`src/rtl/bus_arbiter_pkg.sv`:
```
// Shared constants for bus_arbiter: bus widths, enable level, FSM encodings.
// BUS_ARB_ROUND_ROBIN_EN (in bus_arbiter.sv) selects round-robin instead of data priority.
package bus_arbiter_pkg;

    localparam int INST_ADDR_W = 32;
    localparam int INST_W      = 32;
    localparam int DATA_ADDR_W = 32;
    localparam int DATA_W      = 32;

    localparam logic              CHIP_ENABLE = 1'b1;
    localparam logic [DATA_W-1:0] ZERO_WORD   = '0;

    localparam logic [1:0] S_IDLE    = 2'd0;
    localparam logic [1:0] S_IF_BUSY = 2'd1;
    localparam logic [1:0] S_D_BUSY  = 2'd2;
    localparam logic [1:0] S_DONE    = 2'd3;

    localparam logic SIDE_IF = 1'b0;
    localparam logic SIDE_D  = 1'b1;

endpackage

```
`src/rtl/bus_arbiter.sv`:
```
// Shares one memory port between instruction fetch and data access, with ack timeout.
// Define BUS_ARB_ROUND_ROBIN_EN for round-robin arbitration; default is fixed data priority.
module bus_arbiter
    import bus_arbiter_pkg::*;
#(
    parameter int TIMEOUT_CYC = 255
) (
    input  logic                   clk,
    input  logic                   rst,
    input  logic                   if_ce_i,
    input  logic [INST_ADDR_W-1:0] if_addr_i,
    output logic [INST_W-1:0]      if_data_o,
    output logic                   if_stallreq_o,
    input  logic                   d_ce_i,
    input  logic                   d_we_i,
    input  logic [3:0]             d_sel_i,
    input  logic [DATA_ADDR_W-1:0] d_addr_i,
    input  logic [DATA_W-1:0]      d_data_i,
    output logic [DATA_W-1:0]      d_data_o,
    output logic                   d_stallreq_o,
    output logic                   bus_stb_o,
    output logic                   bus_we_o,
    output logic [3:0]             bus_sel_o,
    output logic [31:0]            bus_addr_o,
    output logic [31:0]            bus_data_o,
    input  logic [31:0]            bus_data_i,
    input  logic                   bus_ack_i,
    output logic                   err_o
);

    localparam int CNT_W = $clog2(TIMEOUT_CYC + 1);

    logic [1:0]        state_q, state_d;
    logic [CNT_W-1:0]  cnt_q, cnt_d;
    logic              served_q, served_d;
    logic              we_q, we_d;
    logic [3:0]        sel_q, sel_d;
    logic [31:0]       addr_q, addr_d;
    logic [31:0]       wdata_q, wdata_d;
    logic [INST_W-1:0] if_data_q, if_data_d;
    logic [DATA_W-1:0] d_data_q, d_data_d;
    logic              err_q, err_d;
    logic              if_req, d_req, pick_d, busy, timeout;
    logic [31:0]       rd_val;

`ifdef BUS_ARB_ROUND_ROBIN_EN
    logic last_q, last_d;
`endif

    assign if_req  = (if_ce_i == CHIP_ENABLE);
    assign d_req   = (d_ce_i == CHIP_ENABLE);
    assign busy    = (state_q == S_IF_BUSY) || (state_q == S_D_BUSY);
    assign timeout = (cnt_q == CNT_W'(TIMEOUT_CYC - 1));

`ifdef BUS_ARB_ROUND_ROBIN_EN
    // On a collision the side not served last goes first.
    assign pick_d = d_req && (!if_req || (last_q == SIDE_IF));
`else
    assign pick_d = d_req;
`endif

    always_comb begin
        state_d   = state_q;
        cnt_d     = cnt_q;
        served_d  = served_q;
        we_d      = we_q;
        sel_d     = sel_q;
        addr_d    = addr_q;
        wdata_d   = wdata_q;
        if_data_d = if_data_q;
        d_data_d  = d_data_q;
        err_d     = 1'b0;
        rd_val    = ZERO_WORD;
`ifdef BUS_ARB_ROUND_ROBIN_EN
        last_d    = last_q;
`endif
        case (state_q)
            S_IDLE: begin
                cnt_d = '0;
                if (pick_d) begin
                    state_d  = S_D_BUSY;
                    served_d = SIDE_D;
                    addr_d   = d_addr_i;
                    we_d     = d_we_i;
                    sel_d    = d_sel_i;
                    wdata_d  = d_data_i;
                end else if (if_req) begin
                    state_d  = S_IF_BUSY;
                    served_d = SIDE_IF;
                    addr_d   = if_addr_i;
                    we_d     = 1'b0;
                    sel_d    = 4'b1111;
                    wdata_d  = ZERO_WORD;
                end
            end
            S_IF_BUSY, S_D_BUSY: begin
                // Ack wins over a coinciding timeout; a timeout completes with zero data.
                if (bus_ack_i || timeout) begin
                    state_d = S_DONE;
                    err_d   = !bus_ack_i;
                    rd_val  = bus_ack_i ? bus_data_i : ZERO_WORD;
                    if (state_q == S_IF_BUSY) if_data_d = rd_val;
                    else if (!we_q)           d_data_d  = rd_val;
`ifdef BUS_ARB_ROUND_ROBIN_EN
                    last_d = served_q;
`endif
                end else begin
                    cnt_d = cnt_q + CNT_W'(1);
                end
            end
            default: state_d = S_IDLE;
        endcase
    end

    always_ff @(posedge clk) begin
        if (rst) begin
            state_q   <= S_IDLE;
            cnt_q     <= '0;
            served_q  <= SIDE_IF;
            we_q      <= 1'b0;
            sel_q     <= 4'b0000;
            addr_q    <= '0;
            wdata_q   <= '0;
            if_data_q <= ZERO_WORD;
            d_data_q  <= ZERO_WORD;
            err_q     <= 1'b0;
`ifdef BUS_ARB_ROUND_ROBIN_EN
            last_q    <= SIDE_IF;
`endif
        end else begin
            state_q   <= state_d;
            cnt_q     <= cnt_d;
            served_q  <= served_d;
            we_q      <= we_d;
            sel_q     <= sel_d;
            addr_q    <= addr_d;
            wdata_q   <= wdata_d;
            if_data_q <= if_data_d;
            d_data_q  <= d_data_d;
            err_q     <= err_d;
`ifdef BUS_ARB_ROUND_ROBIN_EN
            last_q    <= last_d;
`endif
        end
    end

    assign bus_stb_o     = busy;
    assign bus_we_o      = we_q;
    assign bus_sel_o     = sel_q;
    assign bus_addr_o    = addr_q;
    assign bus_data_o    = wdata_q;
    assign err_o         = err_q;
    assign if_data_o     = if_data_q;
    assign d_data_o      = d_data_q;
    assign if_stallreq_o = !rst && if_req && !((state_q == S_DONE) && (served_q == SIDE_IF));
    assign d_stallreq_o  = !rst && d_req  && !((state_q == S_DONE) && (served_q == SIDE_D));

endmodule

```
`config.mk`:
```
export PLATFORM = sky130hd
export DESIGN_NAME = bus_arbiter
export DESIGN_NICKNAME = d
export VERILOG_FILES = /design/src/rtl/bus_arbiter_pkg.sv /design/src/rtl/bus_arbiter.sv
export SDC_FILE = /design/constraint.sdc
export NUM_CORES = 1
export LEC_CHECK = 0
export ABC_AREA = 1
export CORE_MARGIN = 4
export CORE_UTILIZATION = 30
export DETAILED_ROUTE_END_ITERATION = 8
export GPL_TIMING_DRIVEN = 0
export PLACE_DENSITY = 0.65
export SLEW_MARGIN = 20
export SYNTH_ARGS = -nofsm -noshare
export SYNTH_HDL_FRONTEND = slang
export SYNTH_SLANG_ARGS = --single-unit
```
`constraint.sdc`:
```
create_clock -name clk -period 2.41 [get_ports clk]
set_input_delay 0.6025 -clock clk [delete_from_list [all_inputs] [get_ports clk]]
set_output_delay 0.6025 -clock clk [all_outputs]
set_load 0.02 [all_outputs]
```
* Word-level counts from Yosys, hierarchy flattened *
Cells that the tools add are included.

word-level totals
  output and inout bits = 137
  register bits after elaboration = 145
  input port bits = 138
  word-level logic and storage cells = 61

operators by class
  reductions and logical operators = 22
  mux-type cells = 16
  bitwise operators = 5
  $add $sub $neg = 1
  equal/unequal tests = 7

operator list
  cell                   number
  $mux W32               5
  $pmux W8 S2            1
  $add A8 B1 Y8 const B  1
  $eq A8 B8 Y1 const B   1
  $mux W4                2
  $mux W8                1
  $logic_and A1 B1 Y1    6
  $mux W2                3
  $reduce_and A2 Y1      3
  $not A1 Y1             5
  $eq A2 B2 Y1 const B   2
  $logic_not A1 Y1       4
  $ne A2 B2 Y1 const B   2
  $pmux W2 S2            1
  $reduce_and A4 Y1      1
  $reduce_bool A2 Y1     2
  $mux W1                3
  $ne A3 B3 Y1 const B   1
  $reduce_and A3 Y1      1
  $reduce_or A3 Y1       1
  $eq A2 B1 Y1 const B   1
  $logic_not A2 Y1       1
  $logic_or A1 B1 Y1     2
  $reduce_or A2 Y1       1

* Longest topological paths before layout *
Gate-level depths: netlist (run 1).

  depth after elaboration = 4
  mapped depth = 12
  gate-level depth less buffers = 10

* Worst setup path before layout (run 1) *
No wires, ideal clock.

  path type = input to output
  from = input d_ce_i
  to = output d_stallreq_o
  cell stages on the path = 4
  required time = 1.808 ns
  arrival time = 1.676 ns
  path slack = 0.131 ns
  buffers on the path = 2
  cell sequence = buf_2 -> clkinv_1 -> clkbuf_1 -> a211oi_1

on the way
  cells in the longest elaborated chain, start to end = 2

RTL lines
  item                               RTL line            text
  from (decl)                        bus_arbiter.sv:14   input logic d_ce_i,
  $logic_and A1 B1 Y1 (2 in series)  bus_arbiter.sv:156  assign d_stallreq_o = !rst && d_req && !((state_q == S_DONE) && (served_q == SIDE_D));
  to (decl)                          bus_arbiter.sv:20   output logic d_stallreq_o,

Every way passes these cells.

* Worst setup path in the final report (run 1) *
  from = input if_ce_i
  to = output if_stallreq_o

on the way
  cells in the longest elaborated chain, start to end = 2

RTL lines
  item                               RTL line            text
  from (decl)                        bus_arbiter.sv:10   input logic if_ce_i,
  $logic_and A1 B1 Y1 (2 in series)  bus_arbiter.sv:155  assign if_stallreq_o = !rst && if_req && !((state_q == S_DONE) && (served_q == SIDE_IF));
  to (decl)                          bus_arbiter.sv:13   output logic if_stallreq_o,

Every way passes these cells.

==> results of run 1 <==
-- Yosys cell counts, drive strengths merged --
cell    count
nand2     326
dfxtp     145
inv       132
nor2      110
a21oi      43
clkbuf     40
o21ai      37
nand4      36
a31oi      32
buf        21
nand3      14
ha          5
o221a       4
clkinv      2
nor3b       2
a211oi      1
nor4        1
-- routing by layer --
| layer | share of wire [%] | global-route usage (%) | vias up |
|---|---|---|---|
| met5 | 0 | 0 | - |
| met4 | 1.2 | 4.794 | 0 |
| met1 | 43 | 22.15 | 3090 |
| met2 | 47 | 29.91 | 234 |
| met3 | 9.2 | 7.261 | 17 |
| li1 | - | - | 3520 |
-- flip-flops by register name, indices dropped and copies added, names as in the netlist --
register	count
bus_addr_o	32
bus_data_o	32
d_data_o	32
if_data_o	32
cnt_q	8
bus_sel_o	4
state_q	2
bus_we_o	1
err_o	1
served_q	1
-- worst reg2reg max path, delay by kind of cell, from the launching register on --
kind / cells / cell delay, ns
buf+inv: 4 / 1.12
fa+ha+maj: 1 / 0.29
flops: 1 / 0.38
simple gates: 3 / 0.34
-- layout make-up --
class	count	area, sq um
Buffer	60	272.8
Clock buffer	18	429.2
Clock inverter	14	178.9
Fill cell	2134	10910
Inverter	134	504.2
Multi-Input combinational cell	611	2699
Sequential cell	145	2903
Tap cell	275	344.1
Timing Repair Buffer	271	2711
-- per-stage QoR --
step | setup TNS [ns] | total power [uW] | setup WS [ns] | utilization [%]
after floorplan | 0 | 5934 | 0.1314 | -
final | 0 | 10700 | 0.1318 | 47.92
after detailed placement | -0.8471 | 8002 | -0.5199 | 45.01
after CTS | 0 | 10800 | 0.03912 | 47.92
after global placement | -0.8047 | 7975 | -0.4880 | 45.01
after global routing | 0 | 11410 | 0.01208 | 47.92
-- power by group through the flow --
stage | logic, uW | registers, uW | clock network (uW)
after floorplan | 1820 | 4110 | 0
after global placement | 4570 | 3400 | 0
after detailed placement | 4580 | 3420 | 0
after CTS | 4600 | 3380 | 2820
after global routing | 5030 | 3460 | 2920
final | 4570 | 3380 | 2760
-- kinds of logic (layout without fill, tap and decap cells) --
group           count (synthesis)  count (layout)  synth area share [%]
fa+ha+maj                       5               5                0.9814
flops                         145             145                 45.53
simple gates                  489             489                 30.99
compound gates                117             117                 10.30
buf+inv                       195             497                 12.19
-- how the worst max path moves through the flow --
stage | start | end | slack (ns)
5_1_grt | state_q[0] | if_stallreq_o | 0.01
4_1_cts | state_q[0] | if_stallreq_o | 0.04
6_report | if_ce_i | if_stallreq_o | 0.13
3_3_place_gp | d_ce_i | d_stallreq_o | -0.49
3_5_place_dp | d_ce_i | d_stallreq_o | -0.52
2_1_floorplan | d_ce_i | d_stallreq_o | 0.13
-- repair_timing --
item,4_1_cts,5_1_grt
hold buffers,0,0
resized for setup,10,3
pin swaps,0,0
setup endpoints to repair,3,2
cloned,0,0
==> impl_table.tex, run 1 <==
\begin{tabular}{lr}
\hline
Metric & Value \\
\hline
\multicolumn{2}{l}{\textbf{STA}} \\
\quad Unrepaired setup endpoints after global routing & no \\
\quad Crit share post-route & between 90\% and 100\% \\
\quad Clk\_skew & 0.01171 ns \\
\quad Final Critical Period & around 2.3 ns \\
\quad Worst slew slack as a fraction of its limit & 53.41\% \\
\quad Hold Violations, Final & 0 \\
\quad Worst slack on hold paths & around 0.46 ns \\
\quad Timing-limited maximum frequency & $\sim$440 MHz \\
\quad Slew of the pin with the lowest slew margin & about 0.70 ns \\
\quad Pins Over Slew Limit & 0 \\
\quad \# setup viols final & 0 \\
\multicolumn{2}{l}{\textbf{CTS}} \\
\quad Clock insertion delay at the later pin of the skew report & roughly 0.42 ns \\
\quad Number of buffers inserted during clock tree synthesis & 17 \\
\quad Clk pin slew, worst setup/hold paths & about 0.060 ns \\
\quad CTS sink cnt & 145 \\
\quad Number of post-CTS setup repair buffers & 0 \\
\quad Worst-case clock buffer depth & 2 \\
\quad Cell at the root of the clock tree & sky130\_fd\_sc\_hd\_\_clkbuf\_16 \\
\quad CTS tree & done \\
\quad H-tree Lvls & 4 \\
\multicolumn{2}{l}{\textbf{Synthesis}} \\
\quad Syn Std Cell Area & 6375 sq um \\
\quad Total of flip-flops plus latches after synthesis & 145 \\
\quad Dominant cells by area after synthesis & sky130\_fd\_sc\_hd\_\_dfxtp\_1 (46\%), sky130\_fd\_sc\_hd\_\_nand2\_1 (19\%), sky130\_fd\_sc\_hd\_\_inv\_1 (7.7\%) \\
\quad Post-synthesis net count & $\sim$1100 \\
\quad Average cell area after synthesis & approximately 6.7 sq um \\
\quad Yosys top cell area share & between 40 and 50\% \\
\quad Cells after synthesis & 951 \\
\quad Synth unique cells & 25 \\
\quad Largest area contributor in the synthesized netlist & sky130\_fd\_sc\_hd\_\_dfxtp\_1 \\
\quad Sequential area share after synthesis & 45.53\% \\
\quad Total of warnings raised by yosys & 0 \\
\multicolumn{2}{l}{\textbf{Critical path}} \\
\quad Slowest cell on the critical path & sky130\_fd\_sc\_hd\_\_clkdlybuf4s50\_1 \\
\quad Crit start category & primary input \\
\quad Critical path arrival & $\sim$1.7 ns \\
\quad Worst Setup End Kind & output pin \\
\quad Logic depth of the worst register-to-register path & 8 \\
\quad Reg-to-reg critical path startpoint & state\_q[0] \\
\quad Largest stage delay on the critical path & 0.53 ns \\
\quad Largest delay share family, worst path & buffers and inverters \\
\quad Required time of the worst setup path & 1.81 ns \\
\quad Logic depth of the worst setup path including buffers & 4 \\
\quad Buffer and inverter count on the worst path & 2 \\
\quad Reg2Reg Capture Point & if\_data\_o[30] \\
\quad Category of the most critical setup path & in2out \\
\quad Cells along the critical path & clkdlybuf4s50\_1 -> o21ai\_2 -> nor2\_1 -> dlygate4sd2\_1 \\
\quad R2r setup slk & roughly 0.17 ns \\
\quad CP max FO & 3 \\
\multicolumn{2}{l}{\textbf{Outcome}} \\
\quad Status & completed \\
\multicolumn{2}{l}{\textbf{Cells and area}} \\
\quad Fraction of final layout cells with drive strength greater than 1 & slightly above 5\% \\
\quad Most frequent standard cell in the layout excluding fill and tap cells & sky130\_fd\_sc\_hd\_\_nand2\_1 \\
\quad Area delta synth->final & 57.53\% \\
\quad Leading cell types in the layout, fill and taps excluded & sky130\_fd\_sc\_hd\_\_nand2\_1 (325), sky130\_fd\_sc\_hd\_\_clkdlybuf4s50\_1 (268), sky130\_fd\_sc\_hd\_\_dfxtp\_1 (145), sky130\_fd\_sc\_hd\_\_inv\_1 (130), sky130\_fd\_sc\_hd\_\_nor2\_1 (109) \\
\quad Filler-free cell count of the finished design & around 1500 \\
\quad Final antenna diode count & 0 \\
\quad Final instance area & 10040 sq um \\
\quad Final Net Count & 1383 \\
\multicolumn{2}{l}{\textbf{Run}} \\
\quad Max-cap check violation count & 0 \\
\multicolumn{2}{l}{\textbf{Power}} \\
\quad Clk pwr share & between 20\% and 30\% \\
\quad Int Power & around 6600 uW \\
\quad Sequential Power Share & between 30\% and 40\% \\
\quad Leakage power & between 0.004 and 0.005 uW \\
\quad Peak VDD IR & 0.6385 mV \\
\quad Switching power total & 4145 uW \\
\quad Part of the total power dissipated in combinational logic & a little over two fifths \\
\quad Share of total power consumed by net switching & between 30\% and 40\% \\
\quad Power density over the cells & between 1000 and 1500 nW/um\^{}2 \\
\multicolumn{2}{l}{\textbf{Die}} \\
\quad Starting density of the core & 30.42\% \\
\quad Horiz. Die Dim & between 150 and 200 microns \\
\quad Die extent in y & between 150 and 200 microns \\
\quad Area enclosed by the die boundary & between 20000 and 25000 sq um \\
\quad Placeable core region & about 21000 sq um \\
\quad Std cell rows & 53 \\
\quad Number of I/O pins & roughly 280 \\
\multicolumn{2}{l}{\textbf{Drt}} \\
\quad Drc violations & 0 \\
\quad Detailed-routing iteration count for the pre-antenna-repair pass & 5 \\
\quad Detail-routed net length per standard cell & 14.49 microns \\
\quad Total via count after detailed routing & $\sim$6900 \\
\quad Number of DRC markers after the initial detailed-route iteration & 311 \\
\quad Avg Vias per Cell & between 4 and 5 \\
\quad Wirelength, routed & $\sim$22000 microns \\
\quad Number of routed nets with antenna violations & 0 \\
\multicolumn{2}{l}{\textbf{Placed design}} \\
\quad Port Buffers & 271 \\
\quad Final weighted congestion in routability-driven placement & 0.8276 \\
\quad Placed cell area & 9432 sq um \\
\quad DP Wirelength & approximately 17000 microns \\
\quad Placed insts & around 1500 \\
\multicolumn{2}{l}{\textbf{Worst hold path}} \\
\quad Path class of the lowest-slack min-delay path & reg2reg \\
\quad Worst hold path cell count & 1 \\
\quad Hold Crit Endpoint & cnt\_q[0] \\
\quad Start point of the worst hold path & cnt\_q[0] \\
\multicolumn{2}{l}{\textbf{Global route}} \\
\quad Global router's overall resource usage & 18.16\% \\
\quad Antenna violations before repair & 0 \\
\quad Remaining global-route overflow & 0 \\
\quad Via count of the first global-routing pass & around 6500 \\
\quad First-pass GRT wire length & 34570 microns \\
\quad Maximum number of pins on one net before global-route repair & 17 \\
\hline
\end{tabular}
Power figures use the tool's default switching activity.
==> inputs of run 2 (changes only) <==
CORE_ASPECT_RATIO = 1.25   (was unset)
PLACE_DENSITY = unset   (was 0.65)
PLACE_DENSITY_LB_ADDON = 0.3   (was unset)
==> impl_table.tex, run 2 (synthesis gave the netlist of run 1 again) <==
\begin{tabular}{lr}
\hline
Metric & Value \\
\hline
\multicolumn{2}{l}{\textbf{Die}} \\
\quad Std cell rows & 59 (+11\%) \\
\quad Area enclosed by the die boundary & 23660 sq um (about the same) \\
\quad Starting density of the core & 30.51\% (+0.093 points) \\
\quad Horiz. Die Dim & 138.4 microns (-10\%) \\
\quad Die extent in y & 171.0 microns (+11\%) \\
\quad Number of I/O pins & 275 (unchanged) \\
\quad Placeable core region & 20890 sq um (-0.30\%) \\
\multicolumn{2}{l}{\textbf{STA}} \\
\quad Final Critical Period & 2.262 ns (-0.01661 ns) \\
\quad Final worst slack & 0.1484 ns (+0.01661 ns) \\
\quad Hold Violations, Final & 0 (unchanged) \\
\quad TNS Setup & 0 ns (unchanged) \\
\quad \# setup viols final & 0 (unchanged) \\
\quad Pins Over Slew Limit & 0 (unchanged) \\
\quad Unrepaired setup endpoints after global routing & no \\
\quad Timing-limited maximum frequency & 442.2 MHz (+0.73\%) \\
\quad Worst slew slack as a fraction of its limit & 56.87\% (+3.5 points) \\
\quad Crit share post-route & 93.84\% (-0.69 points) \\
\quad Slew of the pin with the lowest slew margin & 0.6445 ns (-0.05179 ns) \\
\quad Clk\_skew & 0.008397 ns (-0.003314 ns) \\
\multicolumn{2}{l}{\textbf{Drt}} \\
\quad Total via count after detailed routing & 6762 (-1.4\%) \\
\quad Detailed-routing iteration count for the pre-antenna-repair pass & 4 (-1) \\
\quad Avg Vias per Cell & 4.428 (-1.4\%) \\
\quad Detail-routed net length per standard cell & 14.23 microns (-1.8\%) \\
\quad Number of DRC markers after the initial detailed-route iteration & 413 (+33\%) \\
\quad Wirelength, routed & 21730 microns (-1.9\%) \\
\quad Drc violations & 0 (unchanged) \\
\quad Number of routed nets with antenna violations & 0 (unchanged) \\
\multicolumn{2}{l}{\textbf{Placed design}} \\
\quad DP Wirelength & 16780 microns (+0.39\%) \\
\quad Final weighted congestion in routability-driven placement & 0.8426 (+1.8\%) \\
\quad Port Buffers & 271 (unchanged) \\
\quad Place WS & -0.5171 ns (+0.002809 ns) \\
\multicolumn{2}{l}{\textbf{CTS}} \\
\quad CTS hold repair buffers & 0 (unchanged) \\
\quad Cell at the root of the clock tree & sky130\_fd\_sc\_hd\_\_clkbuf\_16 \\
\quad Clock insertion delay at the later pin of the skew report & 0.41 ns (about the same) \\
\quad Worst-case clock buffer depth & 2 (unchanged) \\
\quad Clk pin slew, worst setup/hold paths & 0.06 ns (about the same) \\
\quad CTS sink cnt & 145 (unchanged) \\
\quad H-tree Lvls & 4 (unchanged) \\
\quad CTS tree & done \\
\quad Number of buffers inserted during clock tree synthesis & 17 (unchanged) \\
\multicolumn{2}{l}{\textbf{Global route}} \\
\quad First-pass GRT wire length & 34130 microns (-1.3\%) \\
\quad Global router's overall resource usage & 17.91\% (-0.24 points) \\
\quad Via count of the first global-routing pass & 6529 (+1.1\%) \\
\quad Maximum number of pins on one net before global-route repair & 17 (unchanged) \\
\quad Remaining global-route overflow & 0 (unchanged) \\
\quad Antenna violations before repair & 1 (+1) \\
\multicolumn{2}{l}{\textbf{Critical path}} \\
\quad Required time of the worst setup path & 1.81 ns (about the same) \\
\quad CP max FO & 16 (+13) \\
\quad Worst Setup End Kind & output pin \\
\quad Critical path arrival & 1.66 ns (-0.02 ns) \\
\quad Crit start category & primary input \\
\quad Category of the most critical setup path & in2out \\
\multicolumn{2}{l}{\textbf{Power}} \\
\quad Power density over the cells & 1069 nW/um\^{}2 (+0.28\%) \\
\quad Leakage power & 0.004397 uW (+0.31\%) \\
\quad Peak VDD IR & 0.5457 mV (-15\%) \\
\multicolumn{2}{l}{\textbf{Cells and area}} \\
\quad Share of the core filled with cells in the final layout & 48.14\% (+0.22 points) \\
\quad Final antenna diode count & 0 (unchanged) \\
\quad Area delta synth->final & 57.76\% \\
\quad Fraction of final layout cells with drive strength greater than 1 & 4.868\% (-0.16 points) \\
\quad Layout filler cell count & 2120 (-0.66\%) \\
\quad Most frequent standard cell in the layout excluding fill and tap cells & sky130\_fd\_sc\_hd\_\_nand2\_1 \\
\quad Leading cell types in the layout, fill and taps excluded & sky130\_fd\_sc\_hd\_\_nand2\_1 (325), sky130\_fd\_sc\_hd\_\_clkdlybuf4s50\_1 (268), sky130\_fd\_sc\_hd\_\_dfxtp\_1 (145), sky130\_fd\_sc\_hd\_\_inv\_1 (130), sky130\_fd\_sc\_hd\_\_nor2\_1 (109) \\
\quad Final Net Count & 1383 (unchanged) \\
\multicolumn{2}{l}{\textbf{Outcome}} \\
\quad Status & completed \\
\multicolumn{2}{l}{\textbf{Run}} \\
\quad Max-cap check violation count & 0 (unchanged) \\
\multicolumn{2}{l}{\textbf{Worst hold path}} \\
\quad Path class of the lowest-slack min-delay path & reg2reg \\
\hline
\end{tabular}
## run 2: cell count changes in the layout (fill, tap and decap cells not counted), sizes merged
cell,change
inv,+1
clkbuf,+2
clkinvlp,-2
clkinv,-1
## run 2: cell type report
class | instances | area (sq um) | share of cell area (%)
buffer | 60 | 271.5 | 2.700
clock buffer | 20 | 456.7 | 4.541
clock inverter | 12 | 172.7 | 1.717
inverter | 134 | 504.2 | 5.014
multi-input combinational | 611 | 2695 | 26.80
sequential | 145 | 2903 | 28.86
tap | 274 | 342.8 | 3.409
timing repair buffer | 271 | 2711 | 26.96
## run 2: worst paths after layout
check	slack, ns	cells past startpoint	endpoint	startpoint
setup / recovery	0.15	4	d_stallreq_o	d_ce_i
setup reg to reg	0.18	8	if_data_o[27]	state_q[0]
hold reg to reg	0.46	2	bus_data_o[15]	bus_data_o[15]
hold / removal	0.46	2	bus_data_o[15]	bus_data_o[15]
## run 2: report_power, final
part           total [uW]  internal [uW]  switching [uW]
Clock                2830           1720            1110
Sequential           3370           3030             339
Combinational        4550           1880            2670
## run 2: critical path, cell delays in order
cell and delay [ns]:
sky130_fd_sc_hd__buf_2 0.21, sky130_fd_sc_hd__clkinv_2 0.26, sky130_fd_sc_hd__a211oi_1 0.27, sky130_fd_sc_hd__clkdlybuf4s15_2 0.31
## run 2: what timing repair did
action	4_1_cts	5_1_grt
buffers inserted	0	0
gates resized for setup	9	0
hold endpoints to repair	0	0
pin swaps	0	0
setup endpoints to repair	3	1
## run 2: metrics by stage
step / area, sq um / cells / hold slack [ns] / total power (uW)
after floorplan: 6375 / 951 / 0.4311 / 5934
after global placement: 9430 / 1496 / 0.4468 / 7955
after detailed placement: 9430 / 1496 / 0.4514 / 8005
after CTS: 10060 / 1528 / 0.4614 / 10880
after global routing: 10060 / 1527 / 0.4755 / 11450
final: 10060 / 1527 / 0.4598 / 10750
## run 2: metal layers
metal  global-route usage, %  share of wire, %  vias up
met5                       0             0.092        -
met3                   7.157               8.4       18
met2                   31.48                49      240
met1                   20.31                41     2976
li1                        -                 -     3526
met4                   4.813               1.3        2
